$ cat src/rtl/hit_text_overlay.sv
// hit_text_overlay: floating "CRITICAL HIT" / "DESTROYED" text controller,
// one independent channel per tank.
//   frame_clk, Reset          frame clock, async active-high reset
//   hit, health               per-tank collision pulse and health sampled with it
//   tank_x/y, tank_x/y_motion per-tank position and signed per-frame step
//   draw_crit, draw_dest      per-channel draw flags (never both set)
//   text_x, text_y            per-channel text anchor
//   active, any_active        channel busy flags and their OR
// Every output is a flop.

module hit_text_lane #(
  parameter int HEALTH_W     = 4,
  parameter int SHOW_FRAMES  = 180,
  parameter int BLINK_FRAMES = 60,
  parameter int BLINK_PERIOD = 8,
  parameter int RISE_PERIOD  = 6,
  parameter int OFFSET_X     = 34,
  parameter int OFFSET_Y     = 20,
  parameter bit STICKY_DEST  = 1'b1
) (
  input  logic                frame_clk,
  input  logic                Reset,
  input  logic                hit,
  input  logic [HEALTH_W-1:0] health,
  input  logic [9:0]          tank_x,
  input  logic [9:0]          tank_y,
  input  logic [9:0]          tank_x_motion,
  input  logic [9:0]          tank_y_motion,
  output logic                draw_crit,
  output logic                draw_dest,
  output logic [9:0]          text_x,
  output logic [9:0]          text_y,
  output logic                active,
  output logic                active_nxt
);
  localparam int CW = $clog2(SHOW_FRAMES + 1);
  localparam int RP = (RISE_PERIOD > 0) ? RISE_PERIOD : 1;
  localparam int RW = $clog2(RP + 1);
  localparam int BW = $clog2(BLINK_PERIOD + 1);
  localparam logic [CW-1:0] SHOW_END = CW'(SHOW_FRAMES - BLINK_FRAMES - 1);
  localparam logic [CW-1:0] LAST     = CW'(SHOW_FRAMES - 1);
  localparam logic [RW-1:0] RP_END   = RW'(RP - 1);
  localparam logic [BW-1:0] BP_END   = BW'(BLINK_PERIOD - 1);

  typedef enum logic [1:0] {IDLE, SHOW, BLINK, HOLD} state_t;

  state_t        st, st_n;
  logic [CW-1:0] cnt, cnt_n;
  logic [RW-1:0] rcnt, rcnt_n;   // drift phase, mirrors cnt % RISE_PERIOD
  logic [BW-1:0] bcnt, bcnt_n;   // frames into current blink half-phase
  logic          vis, vis_n, dest, dest_n;
  logic [9:0]    tx_n, ty_n, tx_trk, ty_mv, ty_trk, ax, ay;
  logic          crit_n, dst_n;

  // Anchor clamps at 0 instead of wrapping when the tank is near the edge
  assign ax = (tank_x < 10'(OFFSET_X)) ? 10'd0 : tank_x - 10'(OFFSET_X);
  assign ay = (tank_y < 10'(OFFSET_Y)) ? 10'd0 : tank_y - 10'(OFFSET_Y);

  // Tracking wraps mod 1024; the upward drift alone saturates at 0
  assign tx_trk = text_x + tank_x_motion;
  assign ty_mv  = text_y + tank_y_motion;
  assign ty_trk = (RISE_PERIOD > 0 && rcnt == RP_END) ?
                  ((ty_mv == 10'd0) ? 10'd0 : ty_mv - 10'd1) : ty_mv;

  always_comb begin
    st_n = st; cnt_n = cnt; rcnt_n = rcnt; bcnt_n = bcnt;
    vis_n = vis; dest_n = dest; tx_n = text_x; ty_n = text_y;
    if (hit && st != HOLD) begin
      st_n = SHOW; cnt_n = '0; rcnt_n = '0; bcnt_n = '0; vis_n = 1'b1;
      dest_n = (health == '0);
      tx_n = ax; ty_n = ay;
    end else begin
      case (st)
        SHOW, BLINK: begin
          tx_n   = tx_trk;
          ty_n   = ty_trk;
          cnt_n  = cnt + 1'b1;
          rcnt_n = (rcnt == RP_END) ? '0 : rcnt + 1'b1;
          if (st == BLINK) begin
            if (bcnt == BP_END) begin
              bcnt_n = '0;
              vis_n  = ~vis;
            end else begin
              bcnt_n = bcnt + 1'b1;
            end
          end
          if ((st == SHOW && cnt == SHOW_END && BLINK_FRAMES == 0) ||
              (st == BLINK && cnt == LAST)) begin
            st_n = (dest && STICKY_DEST) ? HOLD : IDLE;
            cnt_n = '0; rcnt_n = '0; bcnt_n = '0;
          end else if (st == SHOW && cnt == SHOW_END) begin
            st_n = BLINK; bcnt_n = '0; vis_n = 1'b1;
          end
        end
        HOLD: begin
          tx_n = tx_trk;
          ty_n = ty_mv;
        end
        default: ;
      endcase
    end
  end

  always_comb begin
    crit_n     = ~dest_n & ((st_n == SHOW) | ((st_n == BLINK) & vis_n));
    dst_n      =  dest_n & ((st_n == SHOW) | ((st_n == BLINK) & vis_n) | (st_n == HOLD));
    active_nxt = (st_n != IDLE);
  end

  always_ff @(posedge frame_clk or posedge Reset) begin
    if (Reset) begin
      st <= IDLE; cnt <= '0; rcnt <= '0; bcnt <= '0; vis <= 1'b0; dest <= 1'b0;
      text_x <= '0; text_y <= '0;
      draw_crit <= 1'b0; draw_dest <= 1'b0; active <= 1'b0;
    end else begin
      st <= st_n; cnt <= cnt_n; rcnt <= rcnt_n; bcnt <= bcnt_n; vis <= vis_n; dest <= dest_n;
      text_x <= tx_n; text_y <= ty_n;
      draw_crit <= crit_n; draw_dest <= dst_n; active <= active_nxt;
    end
  end
endmodule

module hit_text_overlay #(
  parameter int NUM_TANKS    = 2,
  parameter int HEALTH_W     = 4,
  parameter int SHOW_FRAMES  = 180,
  parameter int BLINK_FRAMES = 60,
  parameter int BLINK_PERIOD = 8,
  parameter int RISE_PERIOD  = 6,
  parameter int OFFSET_X     = 34,
  parameter int OFFSET_Y     = 20,
  parameter bit STICKY_DEST  = 1'b1
) (
  input  logic                               frame_clk,
  input  logic                               Reset,
  input  logic [NUM_TANKS-1:0]               hit,
  input  logic [NUM_TANKS-1:0][HEALTH_W-1:0] health,
  input  logic [NUM_TANKS-1:0][9:0]          tank_x,
  input  logic [NUM_TANKS-1:0][9:0]          tank_y,
  input  logic [NUM_TANKS-1:0][9:0]          tank_x_motion,
  input  logic [NUM_TANKS-1:0][9:0]          tank_y_motion,
  output logic [NUM_TANKS-1:0]               draw_crit,
  output logic [NUM_TANKS-1:0]               draw_dest,
  output logic [NUM_TANKS-1:0][9:0]          text_x,
  output logic [NUM_TANKS-1:0][9:0]          text_y,
  output logic [NUM_TANKS-1:0]               active,
  output logic                               any_active
);
  logic [NUM_TANKS-1:0] active_nxt;

  for (genvar i = 0; i < NUM_TANKS; i++) begin : g_lane
    hit_text_lane #(
      .HEALTH_W(HEALTH_W), .SHOW_FRAMES(SHOW_FRAMES), .BLINK_FRAMES(BLINK_FRAMES),
      .BLINK_PERIOD(BLINK_PERIOD), .RISE_PERIOD(RISE_PERIOD),
      .OFFSET_X(OFFSET_X), .OFFSET_Y(OFFSET_Y), .STICKY_DEST(STICKY_DEST)
    ) u_lane (
      .frame_clk(frame_clk), .Reset(Reset), .hit(hit[i]), .health(health[i]),
      .tank_x(tank_x[i]), .tank_y(tank_y[i]),
      .tank_x_motion(tank_x_motion[i]), .tank_y_motion(tank_y_motion[i]),
      .draw_crit(draw_crit[i]), .draw_dest(draw_dest[i]),
      .text_x(text_x[i]), .text_y(text_y[i]),
      .active(active[i]), .active_nxt(active_nxt[i])
    );
  end

  // Built from next-state so it lines up with the per-channel active flops
  always_ff @(posedge frame_clk or posedge Reset) begin
    if (Reset) any_active <= 1'b0;
    else       any_active <= |active_nxt;
  end
endmodule
$ cat config.mk
export PLATFORM = sky130hd
export DESIGN_NAME = hit_text_overlay
export DESIGN_NICKNAME = d
export VERILOG_FILES = /design/src/rtl/hit_text_overlay.sv
export SDC_FILE = /design/constraint.sdc
export NUM_CORES = 1
export LEC_CHECK = 0
export ABC_CLOCK_PERIOD_IN_PS = 4100
export CAP_MARGIN = 20
export CORE_UTILIZATION = 49
export DETAILED_ROUTE_END_ITERATION = 7
export DONT_BUFFER_PORTS = 1
export PLACE_DENSITY = 0.64
export SETUP_SLACK_MARGIN = 0.4
export SYNTH_ARGS = -nofsm -noshare
export SYNTH_HDL_FRONTEND = slang
export SYNTH_HIERARCHICAL = 1
export SYNTH_SLANG_ARGS = --single-unit
$ cat constraint.sdc
create_clock -name frame_clk -period 4.1 [get_ports frame_clk]
set_clock_uncertainty 0.2 [all_clocks]
set_input_delay 0.82 -clock frame_clk [delete_from_list [all_inputs] [get_ports frame_clk]]
set_output_delay 0.82 -clock frame_clk [all_outputs]
set_load 0.005 [all_outputs]
==> results.sh <==
export IMPL_status="finished, final reports clean"
export IMPL_port_buffer_count=0
export IMPL_critPathRequiredTime_ps=4110
export IMPL_slew_headroom_pct=42.7
export IMPL_syn_inst=812
export IMPL_clk_pin_slew_worst_paths_ps=70
export IMPL_clkLatencyLatePin_ps=350
export IMPL_grt_pass1_wl_um=27900
export IMPL_die_y_um=122
export IMPL_ys_flop_type="dfrtp_1"
export IMPL_async_reset_ff_share_pct=100
export IMPL_maxSlewViolCount=0
export IMPL_dp_final_hpwl_um=13000
export IMPL_root_buffer="clkbuf_16"
export IMPL_syn_num_nets=964
export IMPL_hold_path_class="in -> async"
export IMPL_wl_um=16900
export IMPL_period_minus_slack_ps=3260
export IMPL_num_antenna_cells=0
export IMPL_fill_cells=1274
export IMPL_ys_ff_latch=85
export IMPL_grt_pass1_vias=6000
export IMPL_antenna_found_initial=0
export IMPL_synth_cell_type_count=92
export IMPL_endpoint_kind="flip-flop"
export IMPL_worstMarginPinSlew_ps=848
export IMPL_row_count=43
export IMPL_cts_tree="built"
export IMPL_start_util_pct=50.5
export IMPL_drt_iter0_drc=279
export IMPL_cts_sinks=85
export IMPL_numCtsBuffers=9
export IMPL_drtAntennaViolNets=0
export IMPL_fin_util_pct=54.1
export IMPL_syn_area_per_cell_um2=8.66
export IMPL_max_cap_violations=0
export IMPL_mappedNetlistArea_um2=7030
export IMPL_cts_htree_levels=3
export IMPL_yosysWarnings=6
export IMPL_setup_slack_ps=841
export IMPL_grt_max_degree=40
export IMPL_arrival_ps=3270
export IMPL_peakVddDrop_mv=0.267
export IMPL_die_area_um2=14800
export IMPL_final_layout_size_suffix_gt1_share_pct=8.67
export IMPL_synth_edf_count=0
export IMPL_p_leak_nw=3.22
export IMPL_fin_crit_sh_pct=79.5
export IMPL_via_per_inst=6.14
export IMPL_routedWlPerCell_um=16.9
export IMPL_place_gp_congestion=0.894
export IMPL_dp_slack_ps=508
export IMPL_critPathKind="in -> reg"
export IMPL_max_freq_mhz=307
export IMPL_seq_area_frac_synth_pct=30.3
export IMPL_stdcell_count=999
export IMPL_dr_pass1_iters=7
export IMPL_hold_viol_final=0
export IMPL_vias=6137
export IMPL_tns_ps=0
export IMPL_nNetsFinal=966
export IMPL_die_w_um=122
export IMPL_cts_buffer_depth=2
export IMPL_num_io_pins=139
export IMPL_power_density_nw_per_um2=469
export IMPL_dp_cells=982
export IMPL_grt_use_total_pct=23.5
export IMPL_worstRegToRegCells=9
export IMPL_rsz0062_at_grt="no"
export IMPL_setup_viol=0
export IMPL_core_area_um2=13900
export IMPL_syn_to_final_growth_pct=7.15
export IMPL_drc_errors=0
export IMPL_cp_max_fo=7
export IMPL_post_cts_setup_buffers=0
export IMPL_cp_start_kind="input port"
export IMPL_grt_ovfl_total=0
cells in the final DEF (no fill, tap or decap), types with 5 or more instances in the layout:
cell,n
nand4_1,5
nor3b_1,5
inv_1,42
clkbuf_16,9
dfrtp_1,85
nor3_1,21
nor2b_1,12
o211ai_1,8
nand2_1,68
o21ai_0,61
a31oi_1,7
nand4b_1,7
buf_4,7
nor4_1,7
or3_1,14
ha_1,56
xor2_1,27
a21oi_1,46
nand2b_1,13
and3_1,8
a21o_1,9
xnor2_1,31
o31ai_1,7
o21a_1,12
nor2_1,90
nand3_1,23
synth_stat cells, types with 4 or more instances:
library cell | instances | area share, %
a31oi_1 | 7 | 0.62
fa_1 | 4 | 1.1
nand2_1 | 68 | 3.6
and3_1 | 8 | 0.71
o22a_1 | 4 | 0.50
or2_2 | 4 | 0.36
mux2_2 | 4 | 0.64
clkbuf_1 | 13 | 0.69
nor3_1 | 21 | 1.5
nor2_1 | 90 | 4.8
a21o_1 | 9 | 0.96
ha_1 | 56 | 10
xnor2_1 | 31 | 3.9
o21ai_0 | 61 | 4.3
o31ai_1 | 7 | 0.75
nor4_1 | 7 | 0.62
a211oi_1 | 4 | 0.43
nor3b_1 | 5 | 0.53
o211ai_1 | 8 | 0.85
o221ai_1 | 4 | 0.50
o41ai_1 | 4 | 0.50
xor2_1 | 27 | 3.4
dfrtp_1 | 85 | 30
a21oi_1 | 46 | 3.3
nor2b_1 | 12 | 1.1
or3_1 | 14 | 1.2
a211o_1 | 4 | 0.50
nand4_1 | 5 | 0.44
nand4b_1 | 7 | 0.87
inv_1 | 44 | 2.3
o21a_1 | 12 | 1.3
nand2b_1 | 13 | 1.2
nand3_1 | 23 | 1.6
state kept, by name, summed over array words and instances (netlist names):
register                 count
g_lane.u_lane/text_x        20
g_lane.u_lane/draw_dest      2
g_lane.u_lane/cnt           16
any_active                   1
g_lane.u_lane/bcnt           8
g_lane.u_lane/active         2
g_lane.u_lane/st             4
g_lane.u_lane/text_y        20
g_lane.u_lane/rcnt           6
g_lane.u_lane/dest           2
g_lane.u_lane/vis            2
g_lane.u_lane/draw_crit      2
through the flow:
stage / area (um^2) / hold slack [ps] / total power, mW
finish: 7530 / 18.5 / 3.53
CTS: 7530 / 9.87 / 3.55
detailed placement: 7220 / 296 / 2.70
global placement: 7220 / 287 / 2.65
floorplan: 7030 / 258 / 2.39
global route: 7530 / 14.1 / 3.80
report_power, final:
group	leakage [nW]	switching [mW]	total (mW)	internal [mW]
combinational	2.03	0.878	1.56	0.677
clock	0.148	0.395	0.827	0.432
sequential	1.04	0.172	1.15	0.978
total	3.22	1.44	3.53	2.09
final cells by class:
cell class,instances,area [um^2],area share [%]
clock buffers,9,225,2.99
clock inverters,7,73.8,0.980
inverters,44,165,2.19
multi-input cells,666,4650,61.8
flip-flops and latches,85,2130,28.2
well taps,180,225,2.99
repair buffers,8,62.6,0.830
critical path, cell delays in order:
cell	delay, ps
ha_1	230
fa_1	440
a21oi_1	270
o2111ai_1	190
xor2_1	210
a2111o_1	380
nor4_4	440
o32a_1	230
a21oi_1	60
logic make-up after synthesis:
group	Yosys count	synth area share, %
adders and majority gates	60	11.1
buffers and inverters	61	3.54
and+or+nand+nor	309	22.8
DFF	85	30.3
AOI/OAI and AO/OA	228	23.2
muxes	8	1.23
xor gates and xnor gates	61	7.92
worst paths after layout:
path / start / endpoint / slack, ps
max in group asynchronous: Reset / g_lane[1].u_lane/text_x[7] / 2950
min in group frame_clk: g_lane[1].u_lane/bcnt[3] / g_lane[1].u_lane/bcnt[3] / 310
setup / recovery: tank_y_motion[0] / g_lane[0].u_lane/text_y[3] / 840
setup reg to reg: g_lane[0].u_lane/text_y[0] / g_lane[0].u_lane/text_y[3] / 860
hold reg to reg: g_lane[1].u_lane/bcnt[3] / g_lane[1].u_lane/bcnt[3] / 310
hold / removal: Reset / g_lane[0].u_lane/text_x[0] / 20
what timing repair did:
action | 4_1_cts | 5_1_grt
resized for setup | 0 | 0
hold buffers | 1 | 0
endpoints found under the setup margin | 0 | 0
endpoints found under the hold margin | 1 | 0
layer usage:
metal  part of all wire, %  GRT usage [%]  up-vias
li1                      -              -     2973
met1                    44           29.4     2956
met2                    48           39.5      178
met3                   5.8           5.01       30
met4                   2.1           8.64        0
met5                     0              0        -
No activity file was read; power rests on OpenSTA's default activity.
